## config.mk

```make
export PLATFORM = sky130hd
export DESIGN_NAME = nvdla_csb_sequencer
export DESIGN_NICKNAME = d
export VERILOG_FILES = /design/src/rtl/nvdla_csb_sequencer.sv
export SDC_FILE = /design/constraint.sdc
export NUM_CORES = 1
export LEC_CHECK = 0
export CORE_AREA = 2 2 108 110
export CTS_BUF_LIST = sky130_fd_sc_hd__clkbuf_16
export DETAILED_ROUTE_END_ITERATION = 16
export DIE_AREA = 0 0 110 112
export HOLD_SLACK_MARGIN = 0.03
export PLACE_DENSITY = 0.75
export REMOVE_ABC_BUFFERS = 1
export SLEW_MARGIN = 20
export SYNTH_ARGS = -nofsm -noshare
export SYNTH_HDL_FRONTEND = slang
export SYNTH_SLANG_ARGS = --single-unit
```

## constraint.sdc

```tcl
create_clock -name clk_i -period 3.8 [get_ports clk_i]
set_clock_uncertainty 0.15 [all_clocks]
set_input_delay 0.76 -clock clk_i [delete_from_list [all_inputs] [get_ports clk_i]]
set_output_delay 0.76 -clock clk_i [all_outputs]
set_load 0.02 [all_outputs]
```

## src/rtl/nvdla_csb_sequencer.sv

```systemverilog
// One CSB register access per start pulse: request handshake, response,
// optional interrupt wait, watchdog timeout, done pulse.
module nvdla_csb_sequencer #(
  parameter int ADDR_W    = 16,
  parameter int DATA_W    = 32,
  parameter int TIMEOUT_W = 16
) (
  input  logic              clk_i,
  input  logic              rst_ni,
  input  logic              clear_i,
  input  logic              start_i,
  input  logic [ADDR_W-1:0] addr_i,
  input  logic [DATA_W-1:0] wdat_i,
  input  logic              write_i,
  input  logic              wait_intr_i,
  input  logic [TIMEOUT_W-1:0] timeout_i,
  output logic              csb_req_valid_o,
  input  logic              csb_req_ready_i,
  output logic [ADDR_W-1:0] csb_addr_o,
  output logic [DATA_W-1:0] csb_wdat_o,
  output logic              csb_write_o,
  output logic              csb_nposted_o,
  input  logic              csb_rdata_valid_i,
  input  logic [DATA_W-1:0] csb_rdata_i,
  input  logic              csb_wr_complete_i,
  input  logic              intr_i,
  output logic              busy_o,
  output logic              done_o,
  output logic [DATA_W-1:0] rdata_o,
  output logic              error_o
);

  typedef enum logic [2:0] {
    S_IDLE, S_REQ, S_RESP, S_INTR, S_DONE
  } state_t;

  state_t state_q, state_d;

  logic [ADDR_W-1:0]    addr_q;
  logic [DATA_W-1:0]    wdat_q;
  logic                 write_q;
  logic                 wait_q;
  logic [DATA_W-1:0]    rdata_q;
  logic [TIMEOUT_W-1:0] cnt_q;
  logic [TIMEOUT_W-1:0] cnt_inc;
  logic                 seen_q;
  logic                 error_q;

  logic latch;
  logic cap;
  logic set_err;
  logic resp;
  logic tmo;

  // Saturating count; >= so a limit passed during a response still fires later
  assign cnt_inc = (cnt_q == {TIMEOUT_W{1'b1}}) ? cnt_q
                 : cnt_q + TIMEOUT_W'(1);
  assign tmo  = (timeout_i != '0) && (cnt_inc >= timeout_i);
  assign resp = write_q ? csb_wr_complete_i : csb_rdata_valid_i;

  always_comb begin
    state_d = state_q;
    latch   = 1'b0;
    cap     = 1'b0;
    set_err = 1'b0;
    unique case (state_q)
      S_IDLE: begin
        if (start_i) begin
          latch   = 1'b1;
          state_d = S_REQ;
        end
      end
      S_REQ: begin
        if (csb_req_ready_i) state_d = S_RESP;
      end
      S_RESP: begin
        if (resp) begin
          cap     = !write_q;
          state_d = wait_q ? S_INTR : S_DONE;
        end else if (tmo) begin
          set_err = 1'b1;
          state_d = S_DONE;
        end
      end
      S_INTR: begin
        if (intr_i || seen_q) begin
          state_d = S_DONE;
        end else if (tmo) begin
          set_err = 1'b1;
          state_d = S_DONE;
        end
      end
      S_DONE:  state_d = S_IDLE;
      default: state_d = S_IDLE;
    endcase
  end

  always_ff @(posedge clk_i) begin
    if (!rst_ni || clear_i) begin
      state_q <= S_IDLE;
      addr_q  <= '0;
      wdat_q  <= '0;
      write_q <= 1'b0;
      wait_q  <= 1'b0;
      rdata_q <= '0;
      cnt_q   <= '0;
      seen_q  <= 1'b0;
      error_q <= 1'b0;
    end else begin
      state_q <= state_d;
      if (latch) begin
        addr_q  <= addr_i;
        wdat_q  <= wdat_i;
        write_q <= write_i;
        wait_q  <= wait_intr_i;
        cnt_q   <= '0;
        seen_q  <= 1'b0;
        error_q <= 1'b0;
      end
      if (state_q == S_REQ && csb_req_ready_i) cnt_q <= '0;
      if (state_q == S_RESP || state_q == S_INTR) cnt_q <= cnt_inc;
      if ((state_q == S_REQ || state_q == S_RESP) && intr_i) seen_q <= 1'b1;
      if (cap) rdata_q <= csb_rdata_i;
      if (set_err) error_q <= 1'b1;
    end
  end

  assign csb_req_valid_o = (state_q == S_REQ);
  assign csb_addr_o      = addr_q;
  assign csb_wdat_o      = wdat_q;
  assign csb_write_o     = write_q;
  assign csb_nposted_o   = write_q;
  assign busy_o          = (state_q != S_IDLE);
  assign done_o          = (state_q == S_DONE);
  assign rdata_o         = rdata_q;
  assign error_o         = error_q;

endmodule

```

* Yosys cells after proc, flatten, opt, wreduce, memory -nomap -nowiden
Index checks and enable logic that the tools add are counted.
** Operators by class
- Add/sub/neg operators :: 1
- Order comparisons :: 1
- Eq/ne operators :: 7
- Multiplexer cells :: 23
- Reductions and logical operators :: 16
** Operators by type and width (count)
- 16-bit 2-to-1 mux :: 4
- 3-bit 2-to-1 mux :: 6
- 16-bit by 1-bit adder with 16-bit output, second input constant :: 1
- 16-bit equality test, second input constant :: 1
- 16-bit >= comparator :: 1
- 16-bit nonzero test :: 1
- 3-bit one-hot mux with 4 select lines :: 1
- 1-bit 2-to-1 mux :: 11
- 3-bit by 2-bit equality test with 1-bit output, second input constant :: 2
- 3-bit nonzero test :: 2
- 1-bit logical OR :: 4
- 2-bit nonzero test :: 2
- 3-bit by 1-bit equality test with 1-bit output, second input constant :: 1
- 3-bit equality test, second input constant :: 1
- 1-bit logical AND :: 3
- 3-bit logical NOT :: 1
- 1-bit logical NOT :: 2
- 2-bit by 1-bit != test with 1-bit output, second input constant :: 1
- 2-bit != test, second input constant :: 1
- 1-bit one-hot mux with 2 select lines :: 1
- 2-bit AND reduction :: 1
** Word-level totals
- Flip-flop bits (word level) :: 103
- Word-level logic and storage cells :: 57

* Depth between registers and ports, before layout
Gate-level depths: netlist of run 1.
- Depth after elaboration :: 8
- Depth in mapped cells :: 13
- Gate-level depth less buffers :: 11

* Worst setup path before layout of run 1
OpenSTA, ideal clock, no wires.
- Path type :: register to register
- From :: register cnt_q[0]
- To :: register state_q[2]
- Data arrival time :: 2.688 ns
- Required time :: 3.530 ns
- Setup slack :: 0.842 ns
- Stages on the path, launching flop included :: 12
- Cell sequence :: dfxtp_1 ha_1 buf_2 and4_1 buf_6 nand2_4 mux2_2 ha_1 a2111oi_2 nor4_1 o41a_1 a211o_1
** On the way
- Longest elaborated chain between the ends :: 7
** Ends and longest elaborated chain
- start: declaration :: line 44 : logic [TIMEOUT_W-1:0] cnt_q;
- start signal: assignment :: line 121 : if (state_q == S_RESP || state_q == S_INTR) cnt_q <= cnt_inc;
- 16-bit by 1-bit adder with 16-bit output or 16-bit equality test (tied branches) :: line 57, 56
- 16-bit 2-to-1 mux (*) :: line 56 : assign cnt_inc = (cnt_q == {TIMEOUT_W{1'b1}}) ? cnt_q
- 16-bit >= comparator (*) :: line 58 : assign tmo = (timeout_i != '0) && (cnt_inc >= timeout_i);
- 1-bit logical AND (*) :: line 58
- 3-bit 2-to-1 mux (*)
- 3-bit 2-to-1 mux, on equally long branches
- 3-bit one-hot mux with 4 select lines (*)
- end signal: assignment :: line 110 : state_q <= state_d;
- end: declaration :: line 37 : state_t state_q, state_d;
Every way passes the cells marked *; elsewhere a longest branch is shown, timed or not.
A chain may end at the register's enable or synchronous reset.

* Worst setup path after layout of run 1
Ends and elaborated chain as after synthesis.

==> run_results.csv, run 1 <==
group,metric,value,unit
cells_and_area,area_delta_synth_final,48.8,%
power_and_ir_drop,p_sw,555,µW
cells_and_area,layout.cells.non_filler,904,
cts,numCtsBuffers,9,
timing,setup_tns,0,ns
route,antenna_left,0,
worst_setup_path,crit_family,"compound AO/OA/AOI/OAI gates",
synthesis,yosys.area.top_type,"dfxtp_1",
die,rows,39,
worst_setup_path,ff2ff_path_depth,10,
die,die_x,110,µm
cts,post_cts_buffers,0,
die,die_area,0.0123,mm²
timing,relSlewSlack,57.5,%
grt,grt_pass1_wl,21.6,mm
synthesis,synth_seq_area_share,44.3,%
grt,grt_antenna_before_repair,0,
worst_setup_path,max_stage_delay,0.48,ns
cts,clock_sinks,103,
power_and_ir_drop,ir_drop,0.230,mV
placement,io_buffers,191,
cts,cts_tree,"done",
cells_and_area,final.fill_count,979,
grt,grt_use_total,22.3,%
synthesis,ys_ff_latch,103,
die,die_y,112,µm
worst_setup_path,required,3.89,ns
timing,finalHoldViolations,0,
timing,rsz0062_at_grt,"no",
worst_setup_path,cp_cell_sequence,"ha_1 > and4_1 > nand2_4 > xnor2_1 > ha_1 > nand2b_1 > a2111oi_2 > nor4_1 > o41a_1 > a211o_1",
synthesis,yosysWarnings,0,
cts,worstSkewPairLatency,0.34,ns
placement,dp_cells,888,
cells_and_area,final_cell_area,0.00692,mm²
route,routedWlPerCell,15.2,µm
synthesis,postSynthCellCount,588,
cells_and_area,fin_util,61.9,%
synthesis,async_flop_share,0,%
route,vias,4665,
worst_setup_path,r2r_slack,0.39,ns
power_and_ir_drop,p_leak,0.00257,µW
die,pin_count,192,
worst_setup_path,cp_num_buf_inv,0,
power_and_ir_drop,pwr-share-clk,41.7,%
flow_run,maxCapViolations,0,
timing,min_period,3.41,ns
die,start_util,41.6,%
timing,drv_slew,0,
cells_and_area,final_cell_mix,"191 x clkdlybuf4s50_1, 173 x nand2_1, 103 x dfxtp_1, 94 x a21oi_1, 20 x inv_1",
power_and_ir_drop,power.density,345,mW/mm²
cells_and_area,antenna_cells,0,
route,route.detailed.drc,0,
grt,first_global_vias,4524,
synthesis,synth_area_leaders,"dfxtp_1 44%, nand2_1 14%, a21oi_1 10%",
power_and_ir_drop,p_sw_share,23.2,%
worst_setup_path,cpMaxStageDelayCell,"and4_1",
worst_setup_path,cp_data_arrival_time,3.49,ns
power_and_ir_drop,p_int,1830,µW
cts,path_clk_slew,0.07,ns
die,coreArea,0.0112,mm²
min_path,holdCritPathClass,"reg -> reg",
cts,clockRootBuffer,"clkbuf_16",
worst_setup_path,start_kind,"register",
min_path,hold_path_depth,2,
outcome,outcome,"complete, no violations",
route,routed_via_density,5.16,
placement,gp_congestion,0.874,
cells_and_area,drive_gt1_share,4.86,%
cts,ctsResizeCount,0,
placement,dp_hpwl,10.1,mm
cts,clockBufferDepth,2,
power_and_ir_drop,seq_power_share,46.5,%
synthesis,syn_avg_cell_area,7.91,µm²
worst_setup_path,path_class,"reg -> reg",
timing,fmax,293,MHz
worst_setup_path,end_kind,"register",
min_path,hp-start,"csb_addr_o[12]",
route,first_pass_iters,4,
worst_setup_path,cp_common_cell,"ha_1",
power_and_ir_drop,combPwrFrac,11.8,%
min_path,holdPathEnd,"csb_addr_o[12]",
grt,grt_overflow_total,0,
worst_setup_path,path_max_fanout,10,
grt,grt_max_degree,60,
timing,tightest_slew,0.637,ns
worst_setup_path,r2r_end,"state_q[2]",
synthesis,syn_area,0.00465,mm²
route,routed_wl,13.7,mm
worst_setup_path,rr_startpoint,"cnt_q[0]",
cells_and_area,layout_commonest_cell,"clkdlybuf4s50_1",
cells_and_area,nets,879,
timing,whs,0.303,ns
synthesis,synth_flop_cell,"dfxtp_1",
cts,ctsHoldBuffers,0,
cts,htree_num_levels,3,
route,drt_iter0_drc,147,
synthesis,synth_top_area_share,44.3,%
synthesis,synth_cell_types,54,
timing,finalSetupViolCount,0,
placement,dpl_cell_area,0.00660,mm²
timing,fin_crit_sh,89.7,%
synthesis,synth-edff-count,0,
[state kept, by name (all words and copies together) (netlist names)]
name           flops
csb_wdat_o        32
rdata_o           32
cnt_q             16
csb_addr_o        16
state_q            3
csb_nposted_o      1
error_o            1
seen_q             1
wait_q             1
[layout make-up]
type | count | area (µm²) | share of cell area [%]
clock buffers | 9 | 225 | 3.25
clock inverters | 7 | 96.3 | 1.39
inverters | 20 | 75.1 | 1.08
multi-input cells | 426 | 2330 | 33.7
flip-flops and latches | 103 | 2060 | 29.8
well taps | 143 | 179 | 2.58
repair buffers | 196 | 1950 | 28.2
[tightest hold or removal path: cells and delay by family, from the launching register on]
kind,cells,cell delay [ns]
DFF,1,0.31
and+or+nand+nor,1,0.05
AOI/OAI and AO/OA,1,0.05
[cells in the mapped netlist, types with 8 or more instances]
library cell and count:
buf_2 12, o21ai_0 14, a21oi_1 94, dfxtp_1 103, xnor2_1 8, ha_1 17
a31oi_1 11, nor2_1 11, nand3_1 9, clkbuf_1 23, inv_1 20, nand2_1 173
[worst max-delay path by stage]
| stage | from | to | slack, ns | cells past startpoint |
|---|---|---|---|---|
| finish | cnt_q[0] | state_q[2] | 0.39 | 10 |
| global route | cnt_q[0] | state_q[1] | 0.16 | 10 |
| CTS | cnt_q[0] | state_q[1] | 0.38 | 10 |
| detailed placement | cnt_q[0] | state_q[1] | 0.40 | 10 |
| global placement | cnt_q[0] | state_q[2] | 0.53 | 10 |
| floorplan | clear_i | state_q[2] | 0.05 | 5 |
[power by group through the flow]
stage | logic (µW) | registers [µW] | clock network, µW
after floorplan | 81.2 | 1160 | 0
after global routing | 307 | 1110 | 1060
after global placement | 278 | 1130 | 0
after CTS | 284 | 1110 | 1020
after detailed placement | 282 | 1130 | 0
final | 282 | 1110 | 996
[metrics by stage]
| stage | worst slack, ns | total power [µW] |
|---|---|---|
| final | 0.392 | 2390 |
| after global placement | 0.528 | 1410 |
| after detailed placement | 0.403 | 1420 |
| after floorplan | 0.0499 | 1240 |
| after CTS | 0.382 | 2410 |
| after global routing | 0.161 | 2480 |
[cell families after synthesis]
kind of cell | share of synthesized area, %
buffers and inverters | 5.57
adders and majority gates | 4.57
and+or+nand+nor | 23.0
AOI/OAI and AO/OA | 19.4
muxes | 1.24
DFF | 44.3
xor gates and xnor gates | 1.88
[routing by layer]
metal,GRT usage [%],vias to the layer above,share of wire (%)
li1,-,2342,-
met3,9.43,15,9.5
met5,0,-,0
met1,26.9,2122,42
met2,35.9,186,47
met4,6.58,0,1.3
Power figures use the tool's default switching activity.
==> run 2: changes to the inputs <==
- GPL_ROUTABILITY_DRIVEN: not set -> 0
==> run_results.csv, run 2 (synthesis gave the netlist of run 1 again) <==
group,metric,value,unit
outcome,outcome,"complete, no violations",
grt,first_global_vias,4486,
timing,fmax,289,MHz
route,vias,4594,
cts,numCtsBuffers,9,
grt,grt_pass1_wl,21.8,mm
timing,finalHoldViolations,0,
route,routed_wl,13.6,mm
grt,grt_overflow_total,0,
timing,fin_crit_sh,91.0,%
cells_and_area,antenna_cells,0,
min_path,holdCritPathClass,"reg -> reg",
timing,drv_slew,0,
cells_and_area,drive_gt1_share,4.86,%
cts,ctsHoldBuffers,0,
cts,path_clk_slew,0.07,ns
die,rows,39,
power_and_ir_drop,p_leak,0.00255,µW
cts,worstSkewPairLatency,0.34,ns
worst_setup_path,cp_data_arrival_time,3.55,ns
cts,post_cts_buffers,0,
timing,min_period,3.46,ns
cts,ctsResizeCount,0,
flow_run,maxCapViolations,0,
cells_and_area,nets,880,
timing,tightest_slew,0.915,ns
route,first_pass_iters,6,
timing,rsz0062_at_grt,"no",
timing,setup_tns,0,ns
grt,use_met1,27.5,%
die,die_area,0.0123,mm²
die,coreArea,0.0112,mm²
route,routed_via_density,5.08,
die,pin_count,192,
power_and_ir_drop,ir_drop,0.212,mV
cts,clockRootBuffer,"clkbuf_16",
timing,relSlewSlack,39.0,%
placement,dp_hpwl,10.1,mm
grt,busiest_layer,"met2",
worst_setup_path,start_kind,"register",
cells_and_area,area_delta_synth_final,48.0,%
cts,clock_sinks,103,
route,routedWlPerCell,15.0,µm
cts,cts_tree,"done",
grt,grt_antenna_before_repair,0,
route,antenna_left,0,
cells_and_area,final_cell_mix,"191 x clkdlybuf4s50_1, 173 x nand2_1, 103 x dfxtp_1, 94 x a21oi_1, 21 x inv_1",
cells_and_area,final_cell_area,0.00688,mm²
cells_and_area,final.fill_count,968,
worst_setup_path,path_max_fanout,10,
die,start_util,41.6,%
die,die_y,112,µm
grt,grt_use_total,22.4,%
worst_setup_path,path_class,"reg -> reg",
route,route.detailed.drc,0,
cts,clockBufferDepth,2,
die,die_x,110,µm
worst_setup_path,required,3.89,ns
power_and_ir_drop,total_power,2250,µW
cells_and_area,layout_commonest_cell,"clkdlybuf4s50_1",
cts,htree_num_levels,3,
grt,grt_util_met2,36.4,%
worst_setup_path,end_kind,"register",
route,drt_iter0_drc,190,
grt,grt_max_degree,87,
timing,finalSetupViolCount,0,
placement,io_buffers,191,
placement,dpl_cell_area,0.00661,mm²
grt,gr-usage-met3,8.02,%
power_and_ir_drop,power.density,327,mW/mm²
run 2: path summary, 6_finish.rpt:
check             depth (start not counted)              to            from  slack (ns)
setup / recovery                         10      state_q[0]        cnt_q[0]        0.34
hold / removal                            2  csb_wdat_o[31]  csb_wdat_o[31]        0.30
setup reg to reg                         10      state_q[0]        cnt_q[0]        0.34
hold reg to reg                           2  csb_wdat_o[31]  csb_wdat_o[31]        0.30
run 2: per-layer routing:
layer | routed length [µm] | up-vias
li1 | - | 2341
met1 | 5740 | 2088
met2 | 6500 | 148
met3 | 1150 | 17
met4 | 213 | 0
met5 | 0 | -
run 2: cell type report:
class | count | area [µm²] | share of cell area (%)
clock buffer | 9 | 225 | 3.27
inverter | 20 | 75.1 | 1.09
multi-input combinational | 426 | 2330 | 33.9
tap | 143 | 179 | 2.60
clock inverter | 7 | 50.0 | 0.727
timing repair buffer | 197 | 1960 | 28.4
sequential | 103 | 2060 | 30.0
run 2: per-stage QoR:
step / hold WS (ns) / cells / worst slack [ns] / util (%)
after floorplan: 0.309 / 549 / 0.0499 / -
after global routing: 0.324 / 905 / 0.132 / 61.6
after global placement: 0.291 / 889 / 0.514 / 59.1
after CTS: 0.305 / 905 / 0.344 / 61.6
final: 0.303 / 905 / 0.342 / 61.6
after detailed placement: 0.296 / 889 / 0.382 / 59.1
run 2: power breakdown:
group / switching (µW) / internal, µW / leakage (µW)
combinational: 127 / 157 / 0.00158
sequential: 12.4 / 1100 / 0.000834
clock: 410 / 445 / 0.000128
run 2: critical path, cell delays in order (launching register included):
cell and delay, ns:
dfxtp_1 0.42, ha_1 0.38, and4_1 0.50, nand2_4 0.16
xnor2_1 0.17, ha_1 0.27, nand2b_1 0.16, a2111oi_2 0.36
nor4_1 0.10, o41a_1 0.38, o41ai_2 0.31
